## src/rtl/rtc_mode_arbiter.sv

```systemverilog
// rtc_mode_arbiter: grants one of N_REQ write channels, or the read sequencer,
// onto the RTC protocol engine bus. Operator requests are latched only at the
// safe bus slot and only after the power-on init window has elapsed.
// Optional macro REQ_SYNC_EN: pass req_raw through a 2-flop synchronizer first.
module rtc_mode_arbiter #(
   parameter int              N_REQ       = 4,
   parameter int              AW          = 8,
   parameter int              DW          = 8,
   parameter int              CW          = 7,
   parameter logic [CW-1:0]   SAFE_SLOT   = 'h4A,
   parameter int              INIT_CYCLES = 1035,
   parameter int              PRIORITY    = 0
) (
   input  logic                  clk,
   input  logic                  reset_n,
   input  logic [CW-1:0]         slot_cnt,
   input  logic [N_REQ-1:0]      req_raw,
   input  logic [N_REQ*AW-1:0]   ch_addr,
   input  logic [N_REQ*DW-1:0]   ch_data,
   input  logic [AW-1:0]         rd_addr,
   output logic [N_REQ-1:0]      grant,
   output logic                  rd_grant,
   output logic                  init_active,
   output logic [AW-1:0]         bus_addr,
   output logic [DW-1:0]         bus_data,
   output logic                  bus_drive,
   output logic                  write_mode,
   output logic                  conflict,
   output logic                  mode_change
);

   localparam int             ICW       = $clog2(INIT_CYCLES + 1);
   localparam logic [ICW-1:0] INIT_LAST = ICW'(INIT_CYCLES - 1);

   logic [N_REQ-1:0] w_req_src;
   logic [ICW-1:0]   r_init_cnt;
   logic             r_init_active;
   logic [N_REQ-1:0] r_req_lat;
   logic [N_REQ-1:0] r_grant;
   logic             r_rd_grant;
   logic             r_conflict;
   logic             r_mode_change;
   logic             w_sample;
   logic             w_any;
   logic             w_multi;
   logic [N_REQ-1:0] w_lowest;
   logic [N_REQ-1:0] w_grant_nxt;
   logic             w_rd_nxt;
   logic             w_conflict_nxt;
   logic [AW-1:0]    w_addr_mux;
   logic [DW-1:0]    w_data_mux;

`ifdef REQ_SYNC_EN
   logic [N_REQ-1:0] r_sync1;
   logic [N_REQ-1:0] r_sync2;

   // Two-stage synchronizer for the asynchronous operator switches.
   always_ff @(posedge clk or negedge reset_n) begin
      if (!reset_n) begin
         r_sync1 <= '0;
         r_sync2 <= '0;
      end else begin
         // NOTE: non-blocking so each flop takes the pre-edge value of the one before it.
         r_sync1 <= req_raw;
         r_sync2 <= r_sync1;
      end
   end

   assign w_req_src = r_sync2;
`else
   assign w_req_src = req_raw;
`endif

   // Power-on init window: count cycles, drop init_active after the last one.
   always_ff @(posedge clk or negedge reset_n) begin
      if (!reset_n) begin
         r_init_cnt    <= '0;
         r_init_active <= 1'b1;
      end else if (r_init_active) begin
         r_init_cnt <= r_init_cnt + ICW'(1);
         if (r_init_cnt == INIT_LAST) begin
            r_init_active <= 1'b0;
         end
      end
   end

   // Requests are only sampled at the safe slot once init has finished.
   assign w_sample = (slot_cnt == SAFE_SLOT) && !r_init_active;

   // Request latch: holds between safe slots so grants never switch mid-transaction.
   always_ff @(posedge clk or negedge reset_n) begin
      if (!reset_n) begin
         r_req_lat <= '0;
      end else if (w_sample) begin
         r_req_lat <= w_req_src;
      end
   end

   // Decide the next grant from the latched requests (zero / one / many set).
   always_comb begin
      // NOTE: every output gets a default first so no path through this block infers a latch.
      w_any          = 1'b0;
      w_multi        = 1'b0;
      w_lowest       = '0;
      w_grant_nxt    = '0;
      w_rd_nxt       = 1'b0;
      w_conflict_nxt = 1'b0;
      for (int i = 0; i < N_REQ; i++) begin
         w_multi     = w_multi | (w_any & r_req_lat[i]);
         w_lowest[i] = r_req_lat[i] & ~w_any;
         w_any       = w_any | r_req_lat[i];
      end
      if (r_init_active) begin
         w_grant_nxt[0] = 1'b1;
      end else if (!w_any) begin
         w_rd_nxt = 1'b1;
      end else if (!w_multi) begin
         w_grant_nxt = r_req_lat;
      end else begin
         w_conflict_nxt = 1'b1;
         if (PRIORITY == 0) begin
            w_rd_nxt = 1'b1;
         end else begin
            w_grant_nxt = w_lowest;
         end
      end
   end

   // Grant registers plus a one-cycle pulse whenever the selection changes.
   always_ff @(posedge clk or negedge reset_n) begin
      if (!reset_n) begin
         r_grant       <= '0;
         r_grant[0]    <= 1'b1;
         r_rd_grant    <= 1'b0;
         r_conflict    <= 1'b0;
         r_mode_change <= 1'b0;
      end else begin
         r_grant       <= w_grant_nxt;
         r_rd_grant    <= w_rd_nxt;
         r_conflict    <= w_conflict_nxt;
         r_mode_change <= ({w_rd_nxt, w_grant_nxt} != {r_rd_grant, r_grant});
      end
   end

   // AND-OR bus mux: the one-hot grant selects a channel, nothing selected yields 0.
   always_comb begin
      w_addr_mux = '0;
      w_data_mux = '0;
      for (int i = 0; i < N_REQ; i++) begin
         w_addr_mux = w_addr_mux | (ch_addr[i*AW +: AW] & {AW{r_grant[i]}});
         w_data_mux = w_data_mux | (ch_data[i*DW +: DW] & {DW{r_grant[i]}});
      end
   end

   assign grant       = r_grant;
   assign rd_grant    = r_rd_grant;
   assign init_active = r_init_active;
   assign conflict    = r_conflict;
   assign mode_change = r_mode_change;
   assign bus_addr    = r_rd_grant ? rd_addr : w_addr_mux;
   assign bus_data    = w_data_mux;
   assign bus_drive   = |r_grant;
   assign write_mode  = |r_grant;

endmodule

```

## config.mk

```make
export PLATFORM = sky130hd
export DESIGN_NAME = rtc_mode_arbiter
export DESIGN_NICKNAME = d
export VERILOG_FILES = /design/src/rtl/rtc_mode_arbiter.sv
export SDC_FILE = /design/constraint.sdc
export NUM_CORES = 1
export LEC_CHECK = 0
export BUFFER_PORTS_ARGS = -buffer_cell sky130_fd_sc_hd__buf_2
export CELL_PAD_IN_SITES_DETAIL_PLACEMENT = 1
export CELL_PAD_IN_SITES_GLOBAL_PLACEMENT = 1
export CORE_ASPECT_RATIO = 1.1
export CORE_MARGIN = 8
export CORE_UTILIZATION = 29
export CTS_BUF_LIST = sky130_fd_sc_hd__clkbuf_8
export CTS_CLUSTER_DIAMETER = 40
export DETAILED_ROUTE_END_ITERATION = 16
export GPL_TIMING_DRIVEN = 0
export PLACE_DENSITY_LB_ADDON = 0.08
export SETUP_SLACK_MARGIN = 0.2
export SKIP_LAST_GASP = 1
export SLEW_MARGIN = 15
export SYNTH_ARGS = -nofsm -noshare
export SYNTH_HDL_FRONTEND = slang
export SYNTH_SLANG_ARGS = --single-unit
```

## constraint.sdc

```tcl
create_clock -name clk -period 2.8 [get_ports clk]
set_clock_uncertainty 0.05 [all_clocks]
set_input_delay 0.84 -clock clk [delete_from_list [all_inputs] [get_ports clk]]
set_output_delay 0.84 -clock clk [all_outputs]
set_load 0.03 [all_outputs]
```

==> impl_results.md, run 1 <==
* Rows at 28
* Initial antenna violation count at 0
* First-pass GRT wire length at roughly 8900 um
* DP Wirelength at between 4000 and 5000 um
* Clock-pin slew on the worst setup and hold paths at 0.08 ns
* Crit path cell chain: clkbuf_8 > clkbuf_8 > or4_4 > buf_4 > buf_6
* Initial Util at between 20 and 30%
* DR iter-0 viols at 33
* Largest net degree at the start of global routing at 24
* Leak Pwr at around 1.2 nW
* Worst slack, placed at between 0.008 and 0.009 ns
* Routability cong. at about 0.72
* Slew Limit Headroom at 65.4%
* Vias after detailed routing at 1725
* Worst-case clock buffer depth at 2
* Filler instances at approximately 670
* Top FF cell, synth: dfrtp_1
* WHS Path Cells at 1
* Hold crit path type: reg2reg
* Run status: finished clean
* Mapped cell area at 0.00154 mm^2
* Sequential share of the synthesized area at between 30 and 40%
* Setup slack after layout at roughly 0.26 ns
* Synth Area per Inst at 9.24 um^2
* Max cap viols at 0
* Critical Path AT at around 1.7 ns
* Post-synth EDFFs at 0
* Register Area at 578 um^2
* Area of the multi-input gates at roughly 900 um^2
* Layout cells sized above 1 at between 50% and 60%
* Port buffer count at 110
* VDD IR max at roughly 0.25 mV
* DRC viols at 0
* Worst Tran Pin Value at about 0.52 ns
* First-pass DRT Iterations at 4
* Die Y at ~90 um
* Slowest stage cell, crit path: or4_4
* Die area at 0.00791 mm^2
* Number of global-route vias before repair at around 1.6k
* CP most frequent cell: clkbuf_8
* Final wirelength at about 5700 um
* CTS tree: done
* CP Max Fanout at 10
* Syn Nets at 254
* TritonCTS Buffers at 3
* Fin crit share at between 90% and 100%
* WP data required at between 1.5 and 2 ns
* Crit. End Element: output port
* DR vias/cell at 5.01
* CTS H-Tree Depth at 1
* Total Power at 0.00129 W
* Worst-Skew Late Latency at 0.26 ns
* CTS root buf: clkbuf_8
* CP Launch Type: flip-flop
* Mean routed wirelength per cell at 16.6 um
* Fin nets at around 370
* FF+latch count, synth at 23
* # setup viols final at 0
* Die W at approximately 86 um
* Gr usage total at about 14%
* Synth warn at 0
* Pins Over Slew Limit at 0
* FMAX at 394 MHz
* Area delta synth->final at 50.9%
* Clk sinks at 23
* Reg2Reg Depth at 4
* Slowest stage delay, CP at approximately 0.42 ns
* Placeable Area at 0.00526 mm^2
* RSZ-0062 raised after global routing: yes
* Power Density at around 560 mW/mm^2
* Syn Inst Count at between 150 and 200
* Final Hold Fails at 0
* Min Tclk post-route at approximately 2.5 ns
* I/O pin total at ~110
* Crit path kind: reg2out
* N_diodes at 0
* Final ANT Viol Nets at 0
* GRT overflow at 0
* Netlist cell types at 38
* Hold Buf Count CTS at 0
* Async SR Flop Fraction at 100%
synthesized netlist by cell type (2+ instances only):
library cell | n | area share, %
nand2_1 | 24 | 5.8
mux2_1 | 2 | 1.5
clkbuf_1 | 9 | 2.2
nor4_1 | 2 | 0.81
nor2_1 | 8 | 1.9
xor2_1 | 3 | 1.7
nand3_1 | 4 | 1.3
mux2_2 | 10 | 7.3
a22oi_1 | 32 | 16
xnor2_1 | 8 | 4.5
inv_1 | 4 | 0.97
ha_1 | 2 | 1.6
o21ai_0 | 2 | 0.65
dfstp_2 | 2 | 3.4
a211oi_1 | 2 | 0.97
nor3_1 | 4 | 1.3
nand4_1 | 4 | 1.6
dfrtp_1 | 21 | 34
and3_1 | 2 | 0.81
nor4bb_1 | 2 | 1.3
a21oi_1 | 3 | 0.97
worst max-delay path, delay by kind of cell, from the launching register on:
family,cells,cell delay (ns)
DFF,1,0.39
buffers and inverters,4,0.57
and+or+nand+nor,1,0.42
kinds of logic (layout without fill, tap and decap cells):
logic type	after synthesis	count (layout)	synth area share, %
DFF	23	23	37.5
and+or+nand+nor	59	59	20.6
buffers and inverters	17	134	4.95
adders and majority gates	2	2	1.62
AOI/OAI and AO/OA	43	43	20.4
xor gates and xnor gates	11	11	6.25
muxes	12	12	8.76
stage by stage:
step / TNS, ns / cells / area, um^2 / hold slack (ns) / util, %
CTS: 0 / 343 / 2290 / 0.425 / 43.6
detailed placement: 0 / 337 / 2170 / 0.410 / 41.3
global route: 0 / 344 / 2330 / 0.442 / 44.3
finish: 0 / 344 / 2330 / 0.421 / 44.3
global placement: -0.0192 / 337 / 2170 / 0.409 / 41.3
floorplan: 0 / 167 / 1550 / 0.387 / -
registers in the layout (all words and copies together) (netlist names):
name and flops:
init_active 1, r_req_lat 4, mode_change 1, r_init_cnt 11
conflict 1, rd_grant 1, grant 4
routing by layer:
metal / vias to the layer above / wire (um) / global-route usage, %
li1: 857 / - / -
met1: 795 / 2580 / 17.7
met2: 71 / 2680 / 22.6
met3: 2 / 424 / 3.37
met4: 0 / 20 / 2.63
met5: - / 0 / 0
repair_timing:
item,in CTS,in global routing
buffers inserted,2,1
endpoints found under the setup margin,18,9
resized for setup,20,14
cloned,0,0
cell usage in the layout, fill, tap and decap left out, types with 6 or more instances in the layout:
cell      Yosys  final
buf_2         1    109
buf_4         1      6
dfrtp_1      21     21
a22oi_1      32     30
nand2_1      24     24
xnor2_1       8      8
mux2_2       10     10
clkbuf_8      0      7
nor2_1        8      8
worst paths after layout:
check | from | to | slack (ns)
hold / removal | r_init_cnt[10] | r_init_cnt[10] | 0.42
max in group asynchronous | reset_n | init_active | 1.83
hold reg to reg | r_init_cnt[10] | r_init_cnt[10] | 0.42
min in group asynchronous | reset_n | r_req_lat[2] | 0.49
setup / recovery | grant[3] | write_mode | 0.26
setup reg to reg | r_req_lat[2] | mode_change | 1.03
where the power goes:
part           internal (W)  total, W  leakage (nW)  switching, W
registers          0.000362  0.000382         0.304     0.0000198
logic              0.000292  0.000712         0.910      0.000420
clock network     0.0000991  0.000201        0.0255      0.000101
layout make-up:
class	instances	area share, %
Multi-Input combinational cell	127	38.8
Timing Repair Buffer	113	25.0
Sequential cell	23	24.8
Buffer	13	5.54
Tap cell	60	3.23
Clock buffer	3	1.77
Inverter	4	0.645
Clock inverter	1	0.215
Power figures use the tool's default switching activity.
==> run 2: changes to the inputs <==
--- a/config.mk
+++ b/config.mk
@@ -11,11 +11,11 @@
 export CORE_ASPECT_RATIO = 1.1
 export CORE_MARGIN = 8
 export CORE_UTILIZATION = 29
-export CTS_BUF_LIST = sky130_fd_sc_hd__clkbuf_8
+export CTS_BUF_LIST = sky130_fd_sc_hd__clkbuf_2
 export CTS_CLUSTER_DIAMETER = 40
 export DETAILED_ROUTE_END_ITERATION = 16
 export GPL_TIMING_DRIVEN = 0
-export PLACE_DENSITY_LB_ADDON = 0.08
+export PLACE_DENSITY_LB_ADDON = 0.1
 export SETUP_SLACK_MARGIN = 0.2
 export SKIP_LAST_GASP = 1
 export SLEW_MARGIN = 15
==> run 2 against run 1 <==
  * Sequential share of layout area fell by 3.0 points
  * Critical path depth did not move
  * Setup slack got worse by 0.083 ns
  * Fmax fell by 3.2%
  * Register-to-register slack got worse by 0.02 ns
  * Final cell count rose by 3.2%
  * Via count rose by 4.5%
  * Core utilization rose by 6.0 points
  * Sequential power barely moved
==> impl_results.md, run 2 (synthesis results as in run 1) <==
* Worst reg2reg path startpoint: r_req_lat[1] (was r_req_lat[2])
* Fin nets at 383 (was 372)
* Placeable Area at 0.00526 mm^2 (unchanged)
* Area of the multi-input gates at 992 um^2 (was 902 um^2)
* CP Launch Type: flip-flop (unchanged)
* First-pass GRT wire length at 9840 um (was 8910 um)
* FMAX at 382 MHz (was 394 MHz)
* Hold Buf Count CTS at 0 (unchanged)
* GRT overflow at 0 (unchanged)
* Reg2Reg Setup Slack at 1.01 ns (was 1.03 ns)
* Filler instances at 631 (was 673)
* Leak Pwr at 1.35 nW (was 1.24 nW)
* Final wirelength at 6250 um (was 5700 um)
* CP Max Fanout at 2 (was 10)
* Gr usage total at 15.3% (was 13.7%)
* Max reg flops at 11 (unchanged)
* Most frequent cells in the layout: 94 x buf_2, 24 x nand2_1, 21 x dfrtp_1 (was 109 x buf_2, 30 x a22oi_1, 24 x nand2_1)
* CTS root buf: clkbuf_2 (was clkbuf_8)
* Mean routed wirelength per cell at 17.6 um (was 16.6 um)
* Layout cells sized above 1 at 59.0% (was 52.1%)
* Power Density at 536 mW/mm^2 (was 556 mW/mm^2)
* N_diodes at 0 (unchanged)
* Area delta synth->final at 71.3% (was 50.9%)
* Die area at 0.00791 mm^2 (unchanged)
* Crit path cell chain: clkbuf_8 > clkbuf_16 > or4_4 > buf_6 > buf_6 (was clkbuf_8 > clkbuf_8 > or4_4 > buf_4 > buf_6)
* Run status: finished clean (unchanged)
* Crit path kind: reg2out (unchanged)
* CP most frequent cell: buf_6 (was clkbuf_8)
* Final ANT Viol Nets at 0 (unchanged)
* Hold crit path type: in2async (was reg2reg)
* Setup slack after layout at 0.180 ns (was 0.264 ns)
* Worst slack, placed at -0.0686 ns (was 0.00888 ns)
* Critical path startpoint: grant[3] (unchanged)
* Slowest stage delay, CP at 0.44 ns (was 0.42 ns)
* Worst-Skew Late Latency at 0.32 ns (was 0.26 ns)
* Fin crit share at 93.6% (was 90.6%)
* Pins Over Slew Limit at 0 (unchanged)
* Max cap viols at 0 (unchanged)
* VDD IR max at 0.192 mV (was 0.250 mV)
* Top delay family on crit path: buffers and inverters (unchanged)
* Rows at 28 (unchanged)
* Vias after detailed routing at 1803 (was 1725)
* Crit. End Element: output port (unchanged)
* Worst Tran Pin Value at 0.529 ns (was 0.519 ns)
* DP Wirelength at 4570 um (was 4600 um)
* Port buffer count at 110 (unchanged)
* DR vias/cell at 5.08 (was 5.01)
* Reg2Reg Depth at 5 (was 4)
* Die Y at 92.5 um (unchanged)
* # setup viols final at 0 (unchanged)
* Clock-pin slew on the worst setup and hold paths at 0.21 ns (was 0.08 ns)
* Clk sinks at 23 (unchanged)
* Final Hold Fails at 0 (unchanged)
* DR iter-0 viols at 29 (was 33)
* Slowest stage cell, crit path: dfrtp_1 (was or4_4)
* Largest net degree at the start of global routing at 24 (unchanged)
* First-pass DRT Iterations at 4 (unchanged)
* CTS tree: done (unchanged)
* I/O pin total at 111 (unchanged)
* WP data required at 1.91 ns (about the same)
* Min Hold Slack at 0.397 ns (was 0.421 ns)
* RSZ-0062 raised after global routing: yes (unchanged)
* Initial Util at 29.4% (unchanged)
* Critical Path AT at 1.73 ns (was 1.65 ns)
* Worst-case clock buffer depth at 2 (unchanged)
* CTS H-Tree Depth at 1 (unchanged)
* Slew Limit Headroom at 64.7% (was 65.4%)
* Sum Neg Setup Slack at 0 ns (unchanged)
* TritonCTS Buffers at 3 (unchanged)
* Die W at 85.5 um (unchanged)
* Most common cell after layout, fill and taps aside: buf_2 (unchanged)
* Number of global-route vias before repair at 1895 (was 1636)
* Reg-to-Reg End: mode_change (unchanged)
* DRC viols at 0 (unchanged)
* Routability cong. at 0.748 (was 0.716)
* Min Tclk post-route at 2.62 ns (was 2.54 ns)
* Initial antenna violation count at 0 (unchanged)
* Register Area at 578 um^2 (unchanged)
* Crit path buf inv count at 4 (unchanged)
* Largest Register: r_init_cnt (unchanged)
[run 2: layout make-up]
type | count | area share, %
tap | 60 | 2.84
buffer | 13 | 6.82
clock buffer | 4 | 0.758
timing repair buffer | 124 | 29.6
sequential | 23 | 21.9
multi-input combinational | 127 | 37.5
inverter | 4 | 0.568
[run 2: worst max-delay path by stage]
| stage | to | slack [ns] | cells past startpoint |
|---|---|---|---|
| 2_1_floorplan | bus_addr[4] | 0.30 | 5 |
| 3_3_place_gp | bus_addr[4] | -0.03 | 6 |
| 3_5_place_dp | bus_addr[4] | -0.07 | 6 |
| 4_1_cts | bus_addr[5] | 0.17 | 6 |
| 5_1_grt | write_mode | 0.11 | 5 |
| 6_report | write_mode | 0.18 | 5 |
[run 2: power breakdown]
part	total, W	switching (W)	internal (W)
Combinational	0.000895	0.000465	0.000430
Clock	0.000137	0.0000988	0.0000378
Sequential	0.000384	0.0000210	0.000363
Total	0.00142	0.000584	0.000831
[run 2: repair_timing]
item / 4_1_cts / 5_1_grt
setup buffers: 10 / 1
setup endpoints to repair: 18 / 18
hold endpoints to repair: 0 / 0
gates cloned: 3 / 0
gates resized for setup: 52 / 48
pin swaps: 1 / 6
[run 2: metal layers]
layer	vias to the layer above	GRT usage [%]	routed length [um]
met5	-	0	0
met4	0	3.51	53
met3	4	3.81	397
met2	67	27.4	3160
met1	851	17.8	2640
li1	881	-	-
[run 2: per-stage QoR]
stage / area, um^2 / power (W) / instances / util (%)
6_report: 2640 / 0.00142 / 355 / 50.3
5_1_grt: 2640 / 0.00150 / 355 / 50.3
4_1_cts: 2490 / 0.00135 / 354 / 47.4
3_3_place_gp: 2170 / 0.00106 / 337 / 41.3
2_1_floorplan: 1550 / 0.000841 / 167 / -
3_5_place_dp: 2170 / 0.00106 / 337 / 41.3
==> run 3: changes to the inputs <==
--- a/config.mk
+++ b/config.mk
@@ -11,7 +11,7 @@
 export CORE_ASPECT_RATIO = 1.1
 export CORE_MARGIN = 8
 export CORE_UTILIZATION = 29
-export CTS_BUF_LIST = sky130_fd_sc_hd__clkbuf_2
+export CTS_BUF_LIST = sky130_fd_sc_hd__clkbuf_4
 export CTS_CLUSTER_DIAMETER = 40
 export DETAILED_ROUTE_END_ITERATION = 16
 export GPL_TIMING_DRIVEN = 0
==> run 3 against run 2 <==
  * Critical path type unchanged
  * Count of clock-buffer cells in the layout is the same
  * Routed wire length shrank 6.7%
  * Sequential power is essentially flat
  * Final cell count shrank 2.0%
  * First-iteration DRC count grew 6.9%
  * Setup slack gained 0.067 ns
  * Cell area shrank 7.5%
==> impl_results.md, run 3 (synthesis results as in run 1) <==
* CTS tree: done (unchanged)
* Final ANT Viol Nets at 0 (unchanged)
* Die area at 0.00791 mm^2 (unchanged)
* First-pass GRT wire length at 9250 um (was 9840 um)
* Most common cell after layout, fill and taps aside: buf_2 (unchanged)
* Run status: finished clean (unchanged)
* Initial antenna violation count at 0 (unchanged)
* Hold Buf Count CTS at 0 (unchanged)
* Reg-to-Reg End: mode_change (unchanged)
* DR iter-0 viols at 31 (was 29)
* Rows at 28 (unchanged)
* Max cap viols at 0 (unchanged)
* Layout cells sized above 1 at 54.9% (was 59.0%)
* DRC viols at 0 (unchanged)
* VDD IR max at 0.194 mV (was 0.192 mV)
* GRT busiest layer: met2 (unchanged)
* Placeable Area at 0.00526 mm^2 (unchanged)
* Crit path depth at 6 (was 5)
* Pins Over Slew Limit at 0 (unchanged)
* Leak Pwr at 1.28 nW (was 1.35 nW)
* Crit path kind: reg2out (unchanged)
* I/O pin total at 111 (unchanged)
* Setup slack after layout at 0.247 ns (was 0.180 ns)
* DR vias/cell at 5.13 (was 5.08)
* Worst reg2reg path startpoint: r_req_lat[1] (unchanged)
* Largest net degree at the start of global routing at 24 (unchanged)
* WP data required at 1.91 ns (about the same)
* Largest Register: r_init_cnt (unchanged)
* Routability cong. at 0.748 (unchanged)
* Min Tclk post-route at 2.55 ns (was 2.62 ns)
* Top delay family on crit path: buffers and inverters (unchanged)
* CP Launch Type: flip-flop (unchanged)
* First-pass DRT Iterations at 4 (unchanged)
* Worst slack, placed at -0.0686 ns (unchanged)
* Number of global-route vias before repair at 1818 (was 1895)
* CTS H-Tree Depth at 1 (unchanged)
* Hold crit path type: in2async (unchanged)
* N_diodes at 0 (unchanged)
* Mean routed wirelength per cell at 16.8 um (was 17.6 um)
* Final wirelength at 5830 um (was 6250 um)
* Worst-Skew Late Latency at 0.31 ns (was 0.32 ns)
* CTS root buf: clkbuf_4 (was clkbuf_2)
* Min Hold Slack at 0.434 ns (was 0.397 ns)
* TritonCTS Buffers at 3 (unchanged)
* Fin crit share at 91.2% (was 93.6%)
* Vias after detailed routing at 1784 (was 1803)
* Power Density at 546 mW/mm^2 (was 536 mW/mm^2)
* Initial Util at 29.4% (unchanged)
* Met3 Use GR at 3.63% (was 3.81%)
* Die W at 85.5 um (unchanged)
* Slew Limit Headroom at 65.2% (was 64.7%)
* FMAX at 392 MHz (was 382 MHz)
* Port buffer count at 110 (unchanged)
* Worst-case clock buffer depth at 2 (unchanged)
* Reg2Reg Depth at 5 (unchanged)
* Reg2Reg Setup Slack at 1.01 ns (about the same)
* Slowest stage delay, CP at 0.42 ns (was 0.44 ns)
* Slowest stage cell, crit path: dfrtp_1 (unchanged)
* Post-route cell area at 0.00244 mm^2 (was 0.00264 mm^2)
* Critical Path AT at 1.66 ns (was 1.73 ns)
* Max reg flops at 11 (unchanged)
* # setup viols final at 0 (unchanged)
* Gr usage total at 14.2% (was 15.3%)
* GRT met2 Usage at 23.8% (was 27.4%)
* Area delta synth->final at 58.5% (was 71.3%)
* Die Y at 92.5 um (unchanged)
* DP Wirelength at 4570 um (unchanged)
* Worst Tran Pin Value at 0.522 ns (was 0.529 ns)
* Crit path buf inv count at 3 (was 4)
* Fin nets at 376 (was 383)
* Crit. End Element: output port (unchanged)
* Crit path cell chain: buf_8 > clkbuf_16 > a22oi_2 > nand2_1 > mux2_2 > buf_6 (was clkbuf_8 > clkbuf_16 > or4_4 > buf_6 > buf_6)
* Final Hold Fails at 0 (unchanged)
* GRT overflow at 0 (unchanged)
* Clock-pin slew on the worst setup and hold paths at 0.13 ns (was 0.21 ns)
* RSZ-0062 raised after global routing: yes (unchanged)
* Met1 usage at 17.7% (was 17.8%)
* Most frequent cells in the layout: 102 x buf_2, 24 x a22oi_1, 24 x nand2_1 (was 94 x buf_2, 24 x nand2_1, 21 x dfrtp_1)
* Placed inst area at 0.00217 mm^2 (unchanged)
* CP Max Fanout at 10 (was 2)
* Clk sinks at 23 (unchanged)
## run 3: changes by cell type in the layout (fill, tap and decap cells not counted), moves of 4 or more
| cell | previous run | this run |
|---|---|---|
| a22oi_1 | 15 | 24 |
| a22oi_2 | 17 | 8 |
| mux2_4 | 4 | 0 |
| buf_2 | 94 | 102 |
| mux2_2 | 6 | 10 |
| clkbuf_2 | 5 | 1 |
| buf_6 | 20 | 11 |
## run 3: how the worst max path moves through the flow
stage	start	endpoint
final	grant[1]	bus_addr[5]
after floorplan	grant[0]	bus_addr[4]
after detailed placement	grant[0]	bus_addr[4]
after global placement	grant[0]	bus_addr[4]
after CTS	grant[2]	bus_addr[4]
after global routing	grant[1]	bus_addr[5]
## run 3: area by class of cell
| cell class | count | area, um^2 |
|---|---|---|
| clock buffer | 4 | 30.0 |
| buffer | 13 | 159 |
| sequential | 23 | 578 |
| tap | 60 | 75.1 |
| timing repair buffer | 117 | 656 |
| fill | 644 | 2810 |
| inverter | 4 | 15.0 |
| multi-input combinational | 127 | 932 |
## run 3: through the flow
stage	setup TNS, ns	std cells	power (W)	util, %
4_1_cts	0	346	0.00129	44.7
3_3_place_gp	-0.0278	337	0.00106	41.3
3_5_place_dp	-0.0686	337	0.00106	41.3
2_1_floorplan	0	167	0.000841	-
6_report	0	348	0.00133	46.5
5_1_grt	0	348	0.00142	46.5
## run 3: what timing repair did
action	CTS	global route
endpoints found under the hold margin	0	0
endpoints found under the setup margin	18	9
buffers inserted	5	2
gates resized for setup	31	31
## run 3: routing by layer
metal	part of all wire, %	vias to the layer above
met5	0	-
met4	0.75	0
li1	-	865
met3	6.8	4
met1	43	848
met2	50	67
## run 3: where the power goes
| group | leakage, nW | switching [W] | internal, W | total [W] |
|---|---|---|---|---|
| logic | 0.955 | 0.000437 | 0.000352 | 0.000789 |
| clock network | 0.0184 | 0.0000984 | 0.0000653 | 0.000164 |
| registers | 0.304 | 0.0000194 | 0.000362 | 0.000382 |
